`src/rtl/kernel_gemm_avmm.sv`:
```
// GEMM kernel over an Avalon-MM master: D := alpha*A*B (+ beta*D), one element
// fetched per read and each result written back in place, row-major.
module kernel_gemm_avmm #(
  parameter int unsigned N  = 4,
  parameter int unsigned DW = 32,
  parameter int unsigned AW = 64
) (
  input  logic            clock,
  input  logic            reset,
  input  logic            start,
  output logic            busy,
  output logic            done,
  input  logic            stall,
  input  logic [DW-1:0]   alpha,
  input  logic [DW-1:0]   beta,
  input  logic            mode,
  input  logic [AW-1:0]   A,
  input  logic [AW-1:0]   B,
  input  logic [AW-1:0]   D,
  output logic [AW-1:0]   avm_address,
  output logic [DW/8-1:0] avm_byteenable,
  output logic            avm_read,
  output logic            avm_write,
  output logic [DW-1:0]   avm_writedata,
  input  logic [DW-1:0]   avm_readdata,
  input  logic            avm_readdatavalid,
  input  logic            avm_waitrequest
);

  localparam int unsigned BYTES = DW / 8;
  localparam int unsigned IW    = $clog2(N);

  typedef enum logic [3:0] {
    IDLE, RD_A, WT_A, RD_B, WT_B, RD_D, WT_D, COMP, WR, DONE
  } state_t;

  state_t        r_state, w_nxt_state;
  logic [IW-1:0] r_i, r_j, r_k, w_nxt_i, w_nxt_j, w_nxt_k;
  logic [DW-1:0] r_acc, r_a_val, r_d_old, r_result;
  logic [DW-1:0] w_nxt_acc, w_nxt_a_val, w_nxt_d_old, w_nxt_result;
  logic [DW-1:0] r_alpha, r_beta, w_nxt_alpha, w_nxt_beta;
  logic          r_mode, w_nxt_mode;
  logic [AW-1:0] r_a_base, r_b_base, r_d_base;
  logic [AW-1:0] w_nxt_a_base, w_nxt_b_base, w_nxt_d_base;
  logic          r_busy, r_done, r_read, r_write;
  logic          w_nxt_busy, w_nxt_done, w_nxt_read, w_nxt_write;
  logic [AW-1:0] r_addr, w_nxt_addr;
  logic [DW-1:0] r_wdata, w_nxt_wdata;

  // Byte address of element [r][c] of a row-major N x N matrix at base.
  function automatic logic [AW-1:0] elem_addr(input logic [AW-1:0] base,
                                               input logic [IW-1:0] r,
                                               input logic [IW-1:0] c);
    return base + ((AW'(r) * AW'(N)) + AW'(c)) * AW'(BYTES);
  endfunction

  assign busy           = r_busy;
  assign done           = r_done;
  assign avm_read       = r_read;
  assign avm_write      = r_write;
  assign avm_address    = r_addr;
  assign avm_writedata  = r_wdata;
  assign avm_byteenable = '1;

  // Next-state, datapath and next-output logic; arithmetic wraps modulo 2^DW.
  always_comb begin
    w_nxt_state  = r_state;
    w_nxt_i      = r_i;
    w_nxt_j      = r_j;
    w_nxt_k      = r_k;
    w_nxt_acc    = r_acc;
    w_nxt_a_val  = r_a_val;
    w_nxt_d_old  = r_d_old;
    w_nxt_result = r_result;
    w_nxt_alpha  = r_alpha;
    w_nxt_beta   = r_beta;
    w_nxt_mode   = r_mode;
    w_nxt_a_base = r_a_base;
    w_nxt_b_base = r_b_base;
    w_nxt_d_base = r_d_base;
    w_nxt_addr   = '0;

    case (r_state)
      IDLE: begin
        if (start) begin
          w_nxt_alpha  = alpha;
          w_nxt_beta   = beta;
          w_nxt_mode   = mode;
          w_nxt_a_base = A;
          w_nxt_b_base = B;
          w_nxt_d_base = D;
          w_nxt_i      = '0;
          w_nxt_j      = '0;
          w_nxt_k      = '0;
          w_nxt_acc    = '0;
          w_nxt_state  = RD_A;
        end
      end
      RD_A: if (!avm_waitrequest) w_nxt_state = WT_A;
      WT_A: begin
        if (avm_readdatavalid) begin
          w_nxt_a_val = avm_readdata;
          w_nxt_state = RD_B;
        end
      end
      RD_B: if (!avm_waitrequest) w_nxt_state = WT_B;
      WT_B: begin
        if (avm_readdatavalid) begin
          w_nxt_acc = r_acc + r_a_val * avm_readdata;
          if (r_k < IW'(N - 1)) begin
            w_nxt_k     = r_k + IW'(1);
            w_nxt_state = RD_A;
          end else begin
            w_nxt_state = r_mode ? COMP : RD_D;
          end
        end
      end
      RD_D: if (!avm_waitrequest) w_nxt_state = WT_D;
      WT_D: begin
        if (avm_readdatavalid) begin
          w_nxt_d_old = avm_readdata;
          w_nxt_state = COMP;
        end
      end
      COMP: begin
        w_nxt_result = r_alpha * r_acc + (r_mode ? '0 : r_beta * r_d_old);
        w_nxt_state  = WR;
      end
      WR: begin
        if (!avm_waitrequest) begin
          w_nxt_acc = '0;
          w_nxt_k   = '0;
          if (r_j == IW'(N - 1)) begin
            w_nxt_j = '0;
            if (r_i == IW'(N - 1)) begin
              w_nxt_i     = '0;
              w_nxt_state = DONE;
            end else begin
              w_nxt_i     = r_i + IW'(1);
              w_nxt_state = RD_A;
            end
          end else begin
            w_nxt_j     = r_j + IW'(1);
            w_nxt_state = RD_A;
          end
        end
      end
      DONE: if (!stall) w_nxt_state = IDLE;
      default: w_nxt_state = IDLE;
    endcase

    w_nxt_busy  = (w_nxt_state != IDLE);
    w_nxt_done  = (w_nxt_state == DONE);
    w_nxt_read  = (w_nxt_state == RD_A) || (w_nxt_state == RD_B) ||
                  (w_nxt_state == RD_D);
    w_nxt_write = (w_nxt_state == WR);

    // Address is a pure function of the next state and counters, so it stays
    // stable for as long as a request is held off by waitrequest.
    case (w_nxt_state)
      RD_A:    w_nxt_addr = elem_addr(w_nxt_a_base, w_nxt_i, w_nxt_k);
      RD_B:    w_nxt_addr = elem_addr(w_nxt_b_base, w_nxt_k, w_nxt_j);
      RD_D,
      WR:      w_nxt_addr = elem_addr(w_nxt_d_base, w_nxt_i, w_nxt_j);
      default: w_nxt_addr = '0;
    endcase
    w_nxt_wdata = w_nxt_write ? w_nxt_result : '0;
  end

  // State, datapath and output registers.
  always_ff @(posedge clock) begin
    if (reset) begin
      r_state  <= IDLE;
      r_i      <= '0;
      r_j      <= '0;
      r_k      <= '0;
      r_acc    <= '0;
      r_a_val  <= '0;
      r_d_old  <= '0;
      r_result <= '0;
      r_alpha  <= '0;
      r_beta   <= '0;
      r_mode   <= 1'b0;
      r_a_base <= '0;
      r_b_base <= '0;
      r_d_base <= '0;
      r_busy   <= 1'b0;
      r_done   <= 1'b0;
      r_read   <= 1'b0;
      r_write  <= 1'b0;
      r_addr   <= '0;
      r_wdata  <= '0;
    end else begin
      r_state  <= w_nxt_state;
      r_i      <= w_nxt_i;
      r_j      <= w_nxt_j;
      r_k      <= w_nxt_k;
      r_acc    <= w_nxt_acc;
      r_a_val  <= w_nxt_a_val;
      r_d_old  <= w_nxt_d_old;
      r_result <= w_nxt_result;
      r_alpha  <= w_nxt_alpha;
      r_beta   <= w_nxt_beta;
      r_mode   <= w_nxt_mode;
      r_a_base <= w_nxt_a_base;
      r_b_base <= w_nxt_b_base;
      r_d_base <= w_nxt_d_base;
      r_busy   <= w_nxt_busy;
      r_done   <= w_nxt_done;
      r_read   <= w_nxt_read;
      r_write  <= w_nxt_write;
      r_addr   <= w_nxt_addr;
      r_wdata  <= w_nxt_wdata;
    end
  end

endmodule

```
`config.mk`:
```
export PLATFORM = sky130hd
export DESIGN_NAME = kernel_gemm_avmm
export DESIGN_NICKNAME = d
export VERILOG_FILES = /design/src/rtl/kernel_gemm_avmm.sv
export SDC_FILE = /design/constraint.sdc
export NUM_CORES = 2
export LEC_CHECK = 0
export ABC_CLOCK_PERIOD_IN_PS = 24000
export CAP_MARGIN = 15
export CORE_MARGIN = 5
export CORE_UTILIZATION = 25
export DETAILED_ROUTE_END_ITERATION = 16
export PLACE_DENSITY_LB_ADDON = 0.12
export SYNTH_ARGS = -nofsm -noshare
export SYNTH_HDL_FRONTEND = slang
export SYNTH_SLANG_ARGS = --single-unit
```
`constraint.sdc`:
```
create_clock -name clock -period 24 [get_ports clock]
set_input_delay 2.4 -clock clock [delete_from_list [all_inputs] [get_ports clock]]
set_output_delay 2.4 -clock clock [all_outputs]
set_load 0.03 [all_outputs]
```
# [Word level (Yosys, flattened, before mapping)]
# Cells that the tools add are included.
[word_totals] reg_bits=495 in_bits=295 out_inout_bits=104 elab_cells=107
[classes] n_addsub=11 n_mul=3 magnitude_cmp=1 n_eq_ne=19 muxes=41 bitwise=1 n_reduce_logical=11
[ops] cell="2-to-1 mux 64 bit" n=6
[ops] cell="adder 64 x 7 -> 64 bit" n=3
[ops] cell="case mux 64 bit (3 select lines)" n=1
[ops] cell="2-to-1 mux 32 bit" n=5
[ops] cell="multiplier 32 x 32 -> 32 bit" n=3
[ops] cell="case mux 32 bit (3 select lines)" n=1
[ops] cell="adder 32 bit" n=2
[ops] cell="2-to-1 mux 4 bit" n=11
[ops] cell="case mux 4 bit (10 select lines)" n=1
[ops] cell="2-to-1 mux 2 bit" n=12
[ops] cell="== test 4 x 3 -> 1 bit (second input constant)" n=5
[ops] cell="== test 4 bit (second input constant)" n=4
[ops] cell="adder 4 x 2 -> 5 bit" n=3
[ops] cell="== test 4 x 2 -> 1 bit (second input constant)" n=3
[ops] cell="== test 4 x 1 -> 1 bit (second input constant)" n=2
[ops] cell="case mux 2 bit (2 select lines)" n=2
[ops] cell="adder 2 x 1 -> 2 bit (second input constant)" n=3
[ops] cell="!= test 2 bit (second input constant)" n=3
[ops] cell="case mux 2 bit (3 select lines)" n=1
[ops] cell="AND reduction 2 bit" n=3
[ops] cell="== test 2 bit (second input constant)" n=2
[ops] cell="zero test 4 bit" n=1
[ops] cell="AND reduction 4 bit" n=1
[ops] cell="nonzero test 4 bit" n=1
[ops] cell="other kinds (6)" n=8

# [Longest topological paths before layout]
[logic_depth] ltp_word=8 mapped_depth=51 ltp_nobuf=49

# [Least setup slack after synthesis]
# No wires, ideal clock.
[synth_timing] kind="reg2reg" start="register r_d_old[3]" end="register r_wdata[31] (netlist: avm_writedata[31])" setup_ns=0.117 arrival_ns=12.432 setup_slack_ns=11.451 path_stages_with_launch=45 n_path_buf=2 period_less_slack_ns=12.549 cell_sequence="dfxtp_1 > clkbuf_1 > clkbuf_1 > nand2_1 > fa_1 > inv_1 > fa_1 > inv_1 > fa_1 > fa_1 > inv_1 > fa_1 > fa_1 > fa_1 > fa_1 > ha_1 > nand3_1 > or2_2 > (+9 left out) > fa_1 > inv_1 > fa_1 > inv_1 > fa_1 > fa_1 > inv_1 > fa_1 > inv_1 > ha_1 > and3_1 > nand3_1 > nor3_1 > o41ai_1 > o21ai_0 > xnor2_1 > xnor2_1 > a32o_1"
[synth_via] elab_chain_len=4
[synth_lines] element="start: declaration" line_no="39" source="logic [DW-1:0] r_acc, r_a_val, r_d_old, r_result;"
[synth_lines] element="start signal: assignment" line_no="200" source="r_d_old <= w_nxt_d_old;"
[synth_lines] element="multiplier 32 x 32 -> 32 bit" line_no="126" source="w_nxt_result = r_alpha * r_acc + (r_mode ? '0 : r_beta * r_d_old);"
[synth_lines] element="2-to-1 mux 32 bit" line_no="126"
[synth_lines] element="adder 32 bit" line_no="126"
[synth_lines] element="2-to-1 mux 32 bit" line_no="83" source="case (r_state)"
[synth_lines] element="end signal: assignment" line_no="213" source="r_wdata <= w_nxt_wdata;"
[synth_lines] element="end: declaration" line_no="48" source="logic [DW-1:0] r_wdata, w_nxt_wdata;"
# Every way passes these cells.
# A chain may end at the register's enable or synchronous reset.

# [Worst setup path after layout]
[layout_timing] start="register r_beta[11]" end="register r_result[31]"
[layout_via] elab_chain_len=4
[layout_lines] element="start: declaration" line_no="41" source="logic [DW-1:0] r_alpha, r_beta, w_nxt_alpha, w_nxt_beta;"
[layout_lines] element="start signal: assignment" line_no="203" source="r_beta <= w_nxt_beta;"
[layout_lines] element="multiplier 32 x 32 -> 32 bit" line_no="126"
[layout_lines] element="2-to-1 mux 32 bit" line_no="126"
[layout_lines] element="adder 32 bit" line_no="126"
[layout_lines] element="2-to-1 mux 32 bit" line_no="83"
[layout_lines] element="end signal: assignment" line_no="201" source="r_result <= w_nxt_result;"
[layout_lines] element="end: declaration" line_no="39"
# Every way passes these cells.

==> results.txt <==
Slew HR: 19.80%
CP Depth: 45
Clock Skew: 0.06281 ns
DR pass1 iterations: 6
cell count after synthesis: 8409
PD cells: 31.38 nW/um^2
startpoint types: flop
row cnt: 196
register area: 9943 um^2
Final #Nets: 10500
synth top area cells: fa_1 36%, dfxtp_1 14%, nand2_1 9.2%, inv_1 7.5%, ha_1 6.8%
drt total wl: 276.1 mm
Antenna Nets Post-Route: 0
drt first-iter violations: 3458
VDD IR max: 41.61 uV
initial antenna violation count: 39
TritonCTS buffer count: 71
fin crit share: 59.04%
Slew @ Worst Pin: 1.203 ns
CP Buf/Inv Count: 9
Starting Density: 25.05%
asr flop ratio synth: 0%
number of port buffers: 394
Seq cells post-synth: 495
fillcell total: 30640
f_max: 70.58 MHz
Synth Flop Type: dfxtp_1
DR WL/cell: 22.34 um
count of cell types in the netlist: 82
Mean Syn Cell Area: 8.474 um^2
Die ar.: 295800 um^2
maxcap violations: 0
Worst path slowest cell: dfxtp_1
CP top delay family: adder cells
kind of critical path: flop to flop
Die Y: 543.9 um
vias in the first global route: 61370
remaining routing DRC violations: 0
status: finished, final reports clean
Fin. Hold Viols: 0
CP dominant cell by count: fa_1
area of the core: 284500 um^2
first-pass GRT wire length: 415.6 mm
Worst Path Required: 24.62 ns
io pins: 399
H-tree levels: 3
crit-path max cell delay: 1.05 ns
Post-DP HPWL: 211.0 mm
synthesis-to-layout area growth: 14.37%
die width: 543.9 um
RSZ-0062 raised after global routing: no
# hold bufs at CTS: 0
vias: 56790
multi-input logic area: 54100 um^2
Final Power: 2.557 mW
Pleak: 36.46 nW
Clock Latency Late Sink: 0.70 ns
Synth top area share: 36.16%
Ys Warns: 0
gr usage total: 18.71%
Worst setup EP type: flop
post-synthesis sequential area ratio: 13.91%
# setup viols final: 0
crit-path max FO: 22
CTS clock-pin slew for the worst setup and hold paths: 0.07 ns
crit path DAT: 14.79 ns
Final GP Congestion: 0.8469
Longest Clk Path Bufs: 3
share of layout cells above drive strength 1: 3.833%
post-route setup TNS: 0 ns
largest net degree at the start of global routing: 101
FF-to-FF path depth: 45
clk sink count: 495
Synth Cell Area: 71260 um^2
Synth area leader: fa_1
hold path depth: 2
GRT overflow: 0
root buffer cell: clkbuf_16
Hold Path Class: flop to flop
CTS tree: yes
Post-synth EDFFs: 0
post-cts gate resize count: 0
Slew Viols, Final: 0
post-layout min period: 14.17 ns
Via density: 4.596
Post-CTS Setup Repair Bufs: 0
cell usage after synthesis, types with 7 or more instances:
library cell	number
a21oi_1	347
nand3b_1	8
nand4_1	40
buf_1	18
and2_1	476
and4_1	13
ha_1	385
a31oi_1	24
clkbuf_1	423
dfxtp_1	495
o211ai_1	21
nor2b_1	29
a222oi_1	18
nand2_1	1745
and3_1	63
o21a_1	13
a21o_1	49
o21bai_1	10
nor2_1	326
fa_1	1287
xnor2_1	293
nand3_1	101
nor3b_1	12
a41oi_1	7
or3_1	25
xor2_1	149
o21ai_0	95
nand2b_1	32
mux2i_1	149
a22o_1	9
nor3_1	71
a211o_1	7
nor4_1	10
a22oi_1	56
buf_4	10
or2_2	7
inv_1	1423
buf_2	40
a211oi_1	19
cells by family after synthesis:
kind of cell	share of synthesized area (%)
AND/OR/NAND/NOR	18.92
buffers and inverters	10.25
adder cells (fa/ha/maj)	42.92
AO/OA/AOI/OAI	6.379
flip-flops	13.91
XOR/XNOR	5.464
multiplexers	2.156
other	0.005262
metrics by stage:
step	util [%]	instance area, um^2	setup slack (ns)	hold WS (ns)	cells
final	28.65	81500	9.831	0.4442	12360
after global routing	28.64	81470	9.144	0.4734	12350
after CTS	28.63	81460	9.896	0.4435	12350
after detailed placement	27.81	79100	9.944	0.4284	12220
after global placement	27.79	79060	9.900	0.4329	12210
after floorplan	-	71270	11.45	0.4121	8412
layer usage:
metal  track usage (%)  vias to the layer above  share of wire [%]
met3             3.174                      323                5.4
li1                  -                    25760                  -
met2             30.85                     1484                 47
met4             4.007                       40                2.2
met5                 0                        -              0.099
met1             25.74                    29190                 46
cell usage in the layout, fill, tap and decap left out, types with 16 or more instances in the layout:
cell             count
a211oi_1            19
a21o_1              49
a21oi_1            347
a222oi_1            18
a22oi_1             56
a31oi_1             24
and2_1             476
and3_1              62
buf_4              141
clkbuf_1            16
clkbuf_16           71
clkdlybuf4s50_1    389
dfxtp_1            468
dfxtp_2             27
fa_1              1287
ha_1               385
inv_1             1423
mux2i_1            149
nand2_1           1743
nand2b_1            32
nand3_1            100
nand4_1             40
nor2_1             322
nor2b_1             29
nor3_1              71
o211ai_1            21
o21ai_0             94
or3_1               25
xnor2_1            293
xor2_1             149
power by group:
| part | switching (mW) | leakage, nW | total [mW] | internal [mW] |
|---|---|---|---|---|
| registers | 0.0675 | 4.04 | 0.929 | 0.861 |
| clock network | 0.471 | 1.14 | 1.09 | 0.617 |
| logic | 0.345 | 31.3 | 0.541 | 0.196 |
worst paths after layout:
kind / slack [ns] / endpoint / start
setup / recovery: 9.83 / r_result[31] / r_beta[11]
hold / removal: 0.44 / r_result[26] / r_result[26]
setup reg to reg: 9.83 / r_result[31] / r_beta[11]
hold reg to reg: 0.44 / r_result[26] / r_result[26]
registers in the layout (all words and copies together), names as in the netlist, 4 cells and up:
name,cells
r_d_base,64
avm_address,64
r_alpha,32
r_result,32
r_b_base,64
r_acc,32
avm_writedata,32
r_d_old,32
r_state,4
r_a_val,32
r_a_base,64
r_beta,32
cell type report:
class	instances	area share [%]
diodes	12	0.03685
multi-input cells	6000	66.38
repair buffers	537	6.169
flip-flops and latches	495	12.20
well taps	3762	5.776
clock inverters	29	0.4130
inverters	1423	6.554
clock buffers	100	2.473
worst min-delay path, cell delays in order (launching register included):
cell and delay, ns:
dfxtp_1 0.31, nand2_1 0.05, nand2_1 0.06
No activity file was read; power rests on OpenSTA's default activity.
